<file path="src/rtl/easyaxi_ar_arb_if.sv">
// rtl/easyaxi_ar_arb_if.sv - AR arbiter bundle: upstream requester AR lanes plus downstream AXI AR master
`ifndef AXI_ADDR_WIDTH
`define AXI_ADDR_WIDTH 32
`endif

interface easyaxi_ar_arb_if #(
    parameter int NUM_REQ  = 4,
    parameter int ID_WIDTH = 2
);
    localparam int AW = `AXI_ADDR_WIDTH;

    logic [NUM_REQ-1:0]    req_arvalid;
    logic [NUM_REQ-1:0]    req_arready;
    logic [NUM_REQ*AW-1:0] req_araddr;
    logic                  axi_mst_arvalid;
    logic                  axi_mst_arready;
    logic [AW-1:0]         axi_mst_araddr;
    logic [ID_WIDTH-1:0]   axi_mst_arid;
    logic                  arb_busy;

    // slave: the arbiter's view; master: the surrounding requesters and downstream slave
    modport slave (
        input  req_arvalid, req_araddr, axi_mst_arready,
        output req_arready, axi_mst_arvalid, axi_mst_araddr, axi_mst_arid, arb_busy
    );
    modport master (
        output req_arvalid, req_araddr, axi_mst_arready,
        input  req_arready, axi_mst_arvalid, axi_mst_araddr, axi_mst_arid, arb_busy
    );
endinterface

</file>
<file path="src/rtl/easyaxi_ar_arb.sv">
// rtl/easyaxi_ar_arb.sv - round-robin arbiter sharing one AXI AR master among NUM_REQ requesters
// EASYAXI_ARB_FIXED_PRIO_EN selects fixed lowest-index priority and removes the rotating pointer.
`ifndef AXI_ADDR_WIDTH
`define AXI_ADDR_WIDTH 32
`endif

module easyaxi_ar_arb #(
    parameter int NUM_REQ  = 4,
    parameter int ID_WIDTH = 2
) (
    input  logic              clk,
    input  logic              rst,
    easyaxi_ar_arb_if.slave   bus
);
    localparam int AW  = `AXI_ADDR_WIDTH;
    localparam int EXT = 2**ID_WIDTH;
    localparam logic [ID_WIDTH-1:0] LAST_IDX = ID_WIDTH'(NUM_REQ-1);

    typedef enum logic {
        SLOT_EMPTY = 1'b0,
        SLOT_FULL  = 1'b1
    } slot_state_t;

    slot_state_t         state_q, state_d;
    logic [AW-1:0]       addr_q, addr_d;
    logic [ID_WIDTH-1:0] id_q, id_d;

    logic [EXT-1:0]      valid_ext;
    logic [EXT-1:0]      ready_ext;
    logic [ID_WIDTH-1:0] scan_idx;
    logic [ID_WIDTH-1:0] winner;
    logic                winner_valid;
    logic [AW-1:0]       winner_addr;
    logic                slot_can_load;
    logic                upstream_hs;

`ifndef EASYAXI_ARB_FIXED_PRIO_EN
    logic [ID_WIDTH-1:0] rr_ptr_q, rr_ptr_d;
`endif

    // Valid vector is widened to the full index space so the scan index selects without truncation.
    always_comb begin
        valid_ext = '0;
        valid_ext[NUM_REQ-1:0] = bus.req_arvalid;
        winner       = '0;
        winner_valid = 1'b0;
`ifdef EASYAXI_ARB_FIXED_PRIO_EN
        scan_idx = '0;
`else
        scan_idx = rr_ptr_q;
`endif
        for (int k = 0; k < NUM_REQ; k++) begin
            if (!winner_valid && valid_ext[scan_idx]) begin
                winner_valid = 1'b1;
                winner       = scan_idx;
            end
            scan_idx = (scan_idx == LAST_IDX) ? '0 : scan_idx + ID_WIDTH'(1);
        end
    end

    always_comb begin
        winner_addr = '0;
        for (int i = 0; i < NUM_REQ; i++) begin
            if (winner == ID_WIDTH'(i)) begin
                winner_addr = bus.req_araddr[i*AW +: AW];
            end
        end
    end

    // Ready is held low during reset so nothing is accepted into a slot that is being cleared.
    always_comb begin
        slot_can_load = !rst && ((state_q == SLOT_EMPTY) || bus.axi_mst_arready);
        upstream_hs   = slot_can_load && winner_valid;
        ready_ext     = '0;
        if (upstream_hs) begin
            ready_ext[winner] = 1'b1;
        end
    end

    always_comb begin
        state_d = state_q;
        addr_d  = addr_q;
        id_d    = id_q;
`ifndef EASYAXI_ARB_FIXED_PRIO_EN
        rr_ptr_d = rr_ptr_q;
`endif
        if (upstream_hs) begin
            state_d = SLOT_FULL;
            addr_d  = winner_addr;
            id_d    = winner;
`ifndef EASYAXI_ARB_FIXED_PRIO_EN
            rr_ptr_d = (winner == LAST_IDX) ? '0 : winner + ID_WIDTH'(1);
`endif
        end else if ((state_q == SLOT_FULL) && bus.axi_mst_arready) begin
            state_d = SLOT_EMPTY;
        end
    end

    always_ff @(posedge clk) begin
        if (rst) begin
            state_q  <= SLOT_EMPTY;
            addr_q   <= '0;
            id_q     <= '0;
`ifndef EASYAXI_ARB_FIXED_PRIO_EN
            rr_ptr_q <= '0;
`endif
        end else begin
            state_q  <= state_d;
            addr_q   <= addr_d;
            id_q     <= id_d;
`ifndef EASYAXI_ARB_FIXED_PRIO_EN
            rr_ptr_q <= rr_ptr_d;
`endif
        end
    end

    assign bus.req_arready     = ready_ext[NUM_REQ-1:0];
    assign bus.axi_mst_arvalid = (state_q == SLOT_FULL);
    assign bus.axi_mst_araddr  = addr_q;
    assign bus.axi_mst_arid    = id_q;
    assign bus.arb_busy        = (state_q == SLOT_FULL);

endmodule
</file>
<file path="src/flat_wrapper.sv">
// flat-port wrapper written by rule: the top's interface ports become plain ports
module easyaxi_ar_arb_flat 
#(
    parameter int NUM_REQ  = 4,
    parameter int ID_WIDTH = 2
)
  (clk, rst, bus_req_arvalid, bus_req_araddr, bus_axi_mst_arready, bus_req_arready, bus_axi_mst_arvalid, bus_axi_mst_araddr, bus_axi_mst_arid, bus_arb_busy);
  easyaxi_ar_arb_if #(.NUM_REQ(NUM_REQ), .ID_WIDTH(ID_WIDTH)) bus_i ();
  input  logic clk;
  input  logic rst;
  input wire logic [$bits(bus_i.req_arvalid)-1:0] bus_req_arvalid;
  input wire logic [$bits(bus_i.req_araddr)-1:0] bus_req_araddr;
  input wire logic [$bits(bus_i.axi_mst_arready)-1:0] bus_axi_mst_arready;
  output wire logic [$bits(bus_i.req_arready)-1:0] bus_req_arready;
  output wire logic [$bits(bus_i.axi_mst_arvalid)-1:0] bus_axi_mst_arvalid;
  output wire logic [$bits(bus_i.axi_mst_araddr)-1:0] bus_axi_mst_araddr;
  output wire logic [$bits(bus_i.axi_mst_arid)-1:0] bus_axi_mst_arid;
  output wire logic [$bits(bus_i.arb_busy)-1:0] bus_arb_busy;
  assign bus_i.req_arvalid = bus_req_arvalid;
  assign bus_i.req_araddr = bus_req_araddr;
  assign bus_i.axi_mst_arready = bus_axi_mst_arready;
  assign bus_req_arready = bus_i.req_arready;
  assign bus_axi_mst_arvalid = bus_i.axi_mst_arvalid;
  assign bus_axi_mst_araddr = bus_i.axi_mst_araddr;
  assign bus_axi_mst_arid = bus_i.axi_mst_arid;
  assign bus_arb_busy = bus_i.arb_busy;
  easyaxi_ar_arb #(.NUM_REQ(NUM_REQ), .ID_WIDTH(ID_WIDTH)) u_core (.clk(clk), .rst(rst), .bus(bus_i));
endmodule
</file>
<file path="config.mk">
export PLATFORM = sky130hd
export DESIGN_NAME = easyaxi_ar_arb_flat
export DESIGN_NICKNAME = d
export VERILOG_FILES = /design/src/rtl/easyaxi_ar_arb_if.sv /design/src/rtl/easyaxi_ar_arb.sv /design/src/flat_wrapper.sv
export SDC_FILE = /design/constraint.sdc
export NUM_CORES = 1
export LEC_CHECK = 0
export BUFFER_PORTS_ARGS = -buffer_cell sky130_fd_sc_hd__clkbuf_2
export CAP_MARGIN = 20
export CORE_UTILIZATION = 43
export CTS_CLUSTER_DIAMETER = 80
export DETAILED_ROUTE_END_ITERATION = 12
export PLACE_DENSITY = 0.79
export SYNTH_ARGS = -nofsm -noshare
export SYNTH_HDL_FRONTEND = slang
export SYNTH_SLANG_ARGS = --single-unit
</file>
<file path="constraint.sdc">
create_clock -name clk -period 4.05 [get_ports clk]
set_input_delay 0.2025 -clock clk [delete_from_list [all_inputs] [get_ports clk]]
set_output_delay 0.2025 -clock clk [all_outputs]
set_load 0.02 [all_outputs]
</file>
After elaboration in Yosys (flattened, before gate mapping):

Index checks and enable logic that the tools add are counted.

* add/subtract/negate cells: 4
* $lt $le $gt $ge: 6
* reduce and logical (&&, ||, !) cells: 14
* bitwise logic cells: 1
* equality and inequality tests: 6
* mux-type cells: 29

Operators by type and width (count)
* 2-to-1 mux 32 bit: 4
* 2-to-1 mux 2 bit: 8
* less-than comparator 2 x 3 -> 1 bit, second input constant: 5
* 2-to-1 mux 1 bit: 11
* equality test 2 bit, second input constant: 5
* adder 2 x 1 -> 2 bit, second input constant: 4
* binary-select mux 1 bit (select 2 bit): 4
* logical AND 1 bit: 7
* zero test 1 bit: 4
* 2-to-1 mux 4 bit: 1
* demux 1 bit (select 2 bit): 1
* equality test 2 x 1 -> 1 bit, second input constant: 1
* greater-or-equal comparator 2 x 1 -> 1 bit, second input constant: 1
* zero test 2 bit: 1
* nonzero test 2 bit: 1
* logical OR 1 bit: 1
* inverter 1 bit: 1

* output and inout port bits: 40
* input bits: 135
* logic and storage cells: 64
* flip-flop bits (word level): 37

Longest topological paths before layout:

* depth after elaboration: 17
* mapped depth: 16
* mapped depth without buffers: 12

Worst setup path after synthesis:

OpenSTA, ideal clock, no wires.

* path type: reg2reg
* start point: reg u_core.rr_ptr_q[1]
* end point: reg u_core.addr_q[10] (netlist: u_core.bus.axi_mst_araddr[10])
* setup time: 81 ps
* arrival: 3217 ps
* path buffers: 3
* clock period less this slack: 3298 ps
* required time: 3969 ps
* stages on the path, launching flop included: 15
* setup slack: 752 ps
* cell sequence: dfxtp_1 > ha_1 > or2_1 > mux4_2 > a221oi_2 > inv_1 > ha_1 > clkbuf_1 > nor2b_1 > clkbuf_1 > clkbuf_1 > a221oi_1 > nor3_1 > a21oi_1 > a211oi_2

* cells in the longest elaborated chain, start to end: 17
* elaborated cells on any way between the ends: 40
* classes of those cells: 3 x add/sub; 6 x eq/ne; 23 x mux; 8 x reduce/logical

RTL lines
* from (decl): RTL line easyaxi_ar_arb.sv:38 `logic [ID_WIDTH-1:0] rr_ptr_q, rr_ptr_d;`
* from (signal assigned): RTL line easyaxi_ar_arb.sv:112 `rr_ptr_q <= rr_ptr_d;`
* branches (longest 11 deep; another with adder 2 x 1 -> 2 bit)
* 2-to-1 mux 2 bit (*): RTL line easyaxi_ar_arb.sv:53 `if (!winner_valid && valid_ext[scan_idx]) begin`
* net u_core.winner[0]: RTL line easyaxi_ar_arb.sv:31 `logic [ID_WIDTH-1:0] winner;`
* zero test 2 bit: RTL line easyaxi_ar_arb.sv:64 `if (winner == ID_WIDTH'(i)) begin`
* 2-to-1 mux 32 bit (3 in series): RTL line easyaxi_ar_arb.sv:64
* 2-to-1 mux 32 bit (*): RTL line easyaxi_ar_arb.sv:64
* to (signal assigned): RTL line easyaxi_ar_arb.sv:109 `addr_q <= addr_d;`
* to (decl): RTL line easyaxi_ar_arb.sv:25 `logic [AW-1:0] addr_q, addr_d;`

Mark *: on every way through the listed nets, which the timed path passes. The select of a mux whose other input is x is not followed.
A chain may end at the register's enable or synchronous reset.

Worst setup path after layout:

* start point: reg u_core.rr_ptr_q[0]
* end point: reg u_core.addr_q[18] (netlist: u_core.bus.axi_mst_araddr[18])

Same word-level chain as after synthesis.

==> flow_summary.yaml <==
status:
  status: "completed"
clock_tree:
  cts.sinks: 37
  cts-htree-levels: 2
  clk_pin_slew_ns: 0.08
  clk_root_buffer_cell: "clkbuf_8"
  worstSkewPairLatency_ns: 0.30
  post_cts_buffers: 0
  cts_resized: 0
  cts_buffers: 5
  cts_tree: "built"
  cts_hold_buf: 0
  cts_buffer_depth: 2
power_and_ir_drop:
  p_leak_nw: 1.68
  finalPower_mw: 3.61
  p_per_area_mw_per_mm2: 982
  ir_worst_vdd_mv: 0.687
logic_synthesis:
  synth_commonest_cells: "nor2_1 (39), nor2b_1 (38), dfxtp_1 (37)"
  yosys.area.top_type: "dfxtp_1"
  synthArstFlopShare: 0
  synthesis.instances: 333
  yosysMostFrequentCell: "nor2_1"
  synthDistinctLibCells: 37
  synthesis.area_mm2: 0.00271
  yosysSeqAreaShare: 0.274
  ys_seq_elements: 37
  yosysTopAreaCellShare: 0.274
  synth.area.top_cells: "dfxtp_1 (27%), a221oi_1 (10%), a211oi_2 (9.3%)"
  synth.avg_cell_area_um2: 8.12
  synth_edf_count: 0
  yosys_warnings: 0
  synthFlopType: "dfxtp_1"
  synthesis.nets: 473
floorplan:
  die_w_um: 81.3
  initial_core_util: 0.452
  core-area_mm2: 0.00599
  num_rows: 28
  fp.dieH_um: 81.3
  io-pin-count: 175
  dieArea_mm2: 0.00661
global_route:
  grt_first_pass_wirelength_um: 13500
  grt_pass1_vias: 2888
  antenna_found_initial: 0
  grt_max_degree: 60
  grt.total_usage: 0.265
  gr-total-overflow: 0
layout:
  postLayoutCoreUtil: 0.614
  regArea_um2: 741
  num-nets-final: 620
  drive_gt1_frac: 0.455
  antenna_cells: 0
  syn_to_final_growth_pct: 35.9
  design_area_mm2: 0.00368
  multi_input_area_mm2: 0.00177
  layout.cells.non_filler: 556
  n_fill_cell: 565
sta:
  relSlewSlack: 0.275
  fmax_mhz: 272
  setup_ws_ns: 0.377
  fin_hold_ws_ns: 0.226
  skew_ns: 0.00579
  period_needed_ns: 3.67
  setup_violations: 0
  tightest_slew_ns: 1.09
  fin_setup_tns_ns: 0
  rsz0062_at_grt: "false"
  fin_crit_sh: 0.907
  drv_slew: 0
  hold_viol_final: 0
worst_setup_path:
  cpPeakStageDelay_ns: 0.58
  cp_cell_sequence: "ha_1 > or2_1 > mux4_2 > a221oi_2 > inv_1 > ha_1 > nor2b_2 > buf_12 > a221oi_1 > nor3_1 > a21oi_1 > a211oi_2"
  path_common_cell: "ha_1"
  critPathMaxFanout: 29
  critPathLaunch: "u_core.rr_ptr_q[0]"
  reg2reg_to: "u_core.bus.axi_mst_araddr[18]"
  slowest_stage: "dfxtp_1"
  path_buf_inv: 2
  regToRegSetupSlack_ns: 0.38
  path_delay_family: "compound AO/OA/AOI/OAI gates"
  worst-endpoint-arrival_ns: 3.88
  start_kind: "flop"
  crit_type: "reg -> reg"
  rr_worst_depth: 12
  critPathCaptureType: "flop"
  required_ns: 4.26
  rr_startpoint: "u_core.rr_ptr_q[0]"
route:
  postRouteAntennaNets: 0
  first_pass_iters: 4
  drc: 0
  viasPerCell: 5.59
  drtIter0Drc: 169
  via_count: 3110
  wl_per_cell_um: 15.7
  finalWirelength_um: 8750
place:
  io_buffers: 174
  gp_congestion: 0.871
  place_ws_ns: 0.415
  dpl_cell_area_mm2: 0.00356
  dp_hpwl_um: 6380
  dp_cells: 548
job:
  maxCapViolations: 0
worst_hold_path:
  hp-start: "bus_req_araddr[126]"
  worstHoldEndpoint: "u_core.bus.axi_mst_araddr[30]"
  hold_path_depth: 3
  holdCritPathClass: "in -> reg"
kinds of logic after synthesis:
logic type	share of synthesized area
simple gates	0.234
compound gates	0.352
fa+ha+maj	0.0231
mux	0.0398
buf+inv	0.0768
flops	0.274
worst reg2reg max path: stages (launching register included):
cell      delay [ns]
dfxtp_1         0.58
ha_1            0.32
or2_1           0.22
mux4_2          0.53
a221oi_2        0.43
inv_1           0.13
ha_1            0.24
nor2b_2         0.24
buf_12          0.22
a221oi_1        0.14
nor3_1          0.24
a21oi_1         0.08
a211oi_2        0.22
how the worst max path moves through the flow:
stage                     cells past startpoint                            end  slack, ns
after floorplan                              14  u_core.bus.axi_mst_araddr[10]       0.75
after global placement                       12  u_core.bus.axi_mst_araddr[27]       0.58
after detailed placement                     12  u_core.bus.axi_mst_araddr[27]       0.42
after CTS                                    12  u_core.bus.axi_mst_araddr[27]       0.39
after global routing                         12   u_core.bus.axi_mst_araddr[2]       0.04
final                                        12  u_core.bus.axi_mst_araddr[18]       0.38
report_power, final:
part           internal (mW)  leakage [nW]  switching (mW)  total (mW)
Sequential             0.509         0.307          0.0868       0.595
Combinational           1.15          1.32            1.52        2.67
Clock                  0.201        0.0585           0.140       0.341
Total                   1.86          1.68            1.75        3.61
cell usage in the layout (no fill, tap or decap), types with 2 or more instances in the layout:
cell type  count
clkbuf_2     174
nor2_1        39
nor2b_1       37
dfxtp_1       37
nor3_1        33
a21oi_1       33
a221oi_1      32
a211oi_2      20
a211oi_1      15
o21ai_0        6
clkbuf_8       6
and2_1         5
inv_1          4
mux2i_1        4
ha_1           3
buf_12         3
mux4_2         2
mux2_2         2
a22oi_1        2
a31oi_1        2
ha_2           2
buf_4          2
layout make-up:
cell class,instances,area share
multi-input cells,253,0.480
repair buffers,179,0.257
flip-flops and latches,37,0.201
well taps,75,0.0255
clock buffers,7,0.0235
clock inverters,1,0.00817
inverters,4,0.00408
state kept, by name, summed over array words and instances (netlist names):
signal,flops
u_core.bus.arb_busy,1
u_core.bus.axi_mst_arid,2
u_core.bus.axi_mst_araddr,32
u_core.rr_ptr_q,2
layer usage:
| layer | routed length (um) | GRT usage |
|---|---|---|
| met1 | 3570 | 0.309 |
| met2 | 4330 | 0.457 |
| met3 | 573 | 0.0483 |
| met4 | 278 | 0.136 |
| met5 | 0 | 0 |
Power figures use the tool's default switching activity.
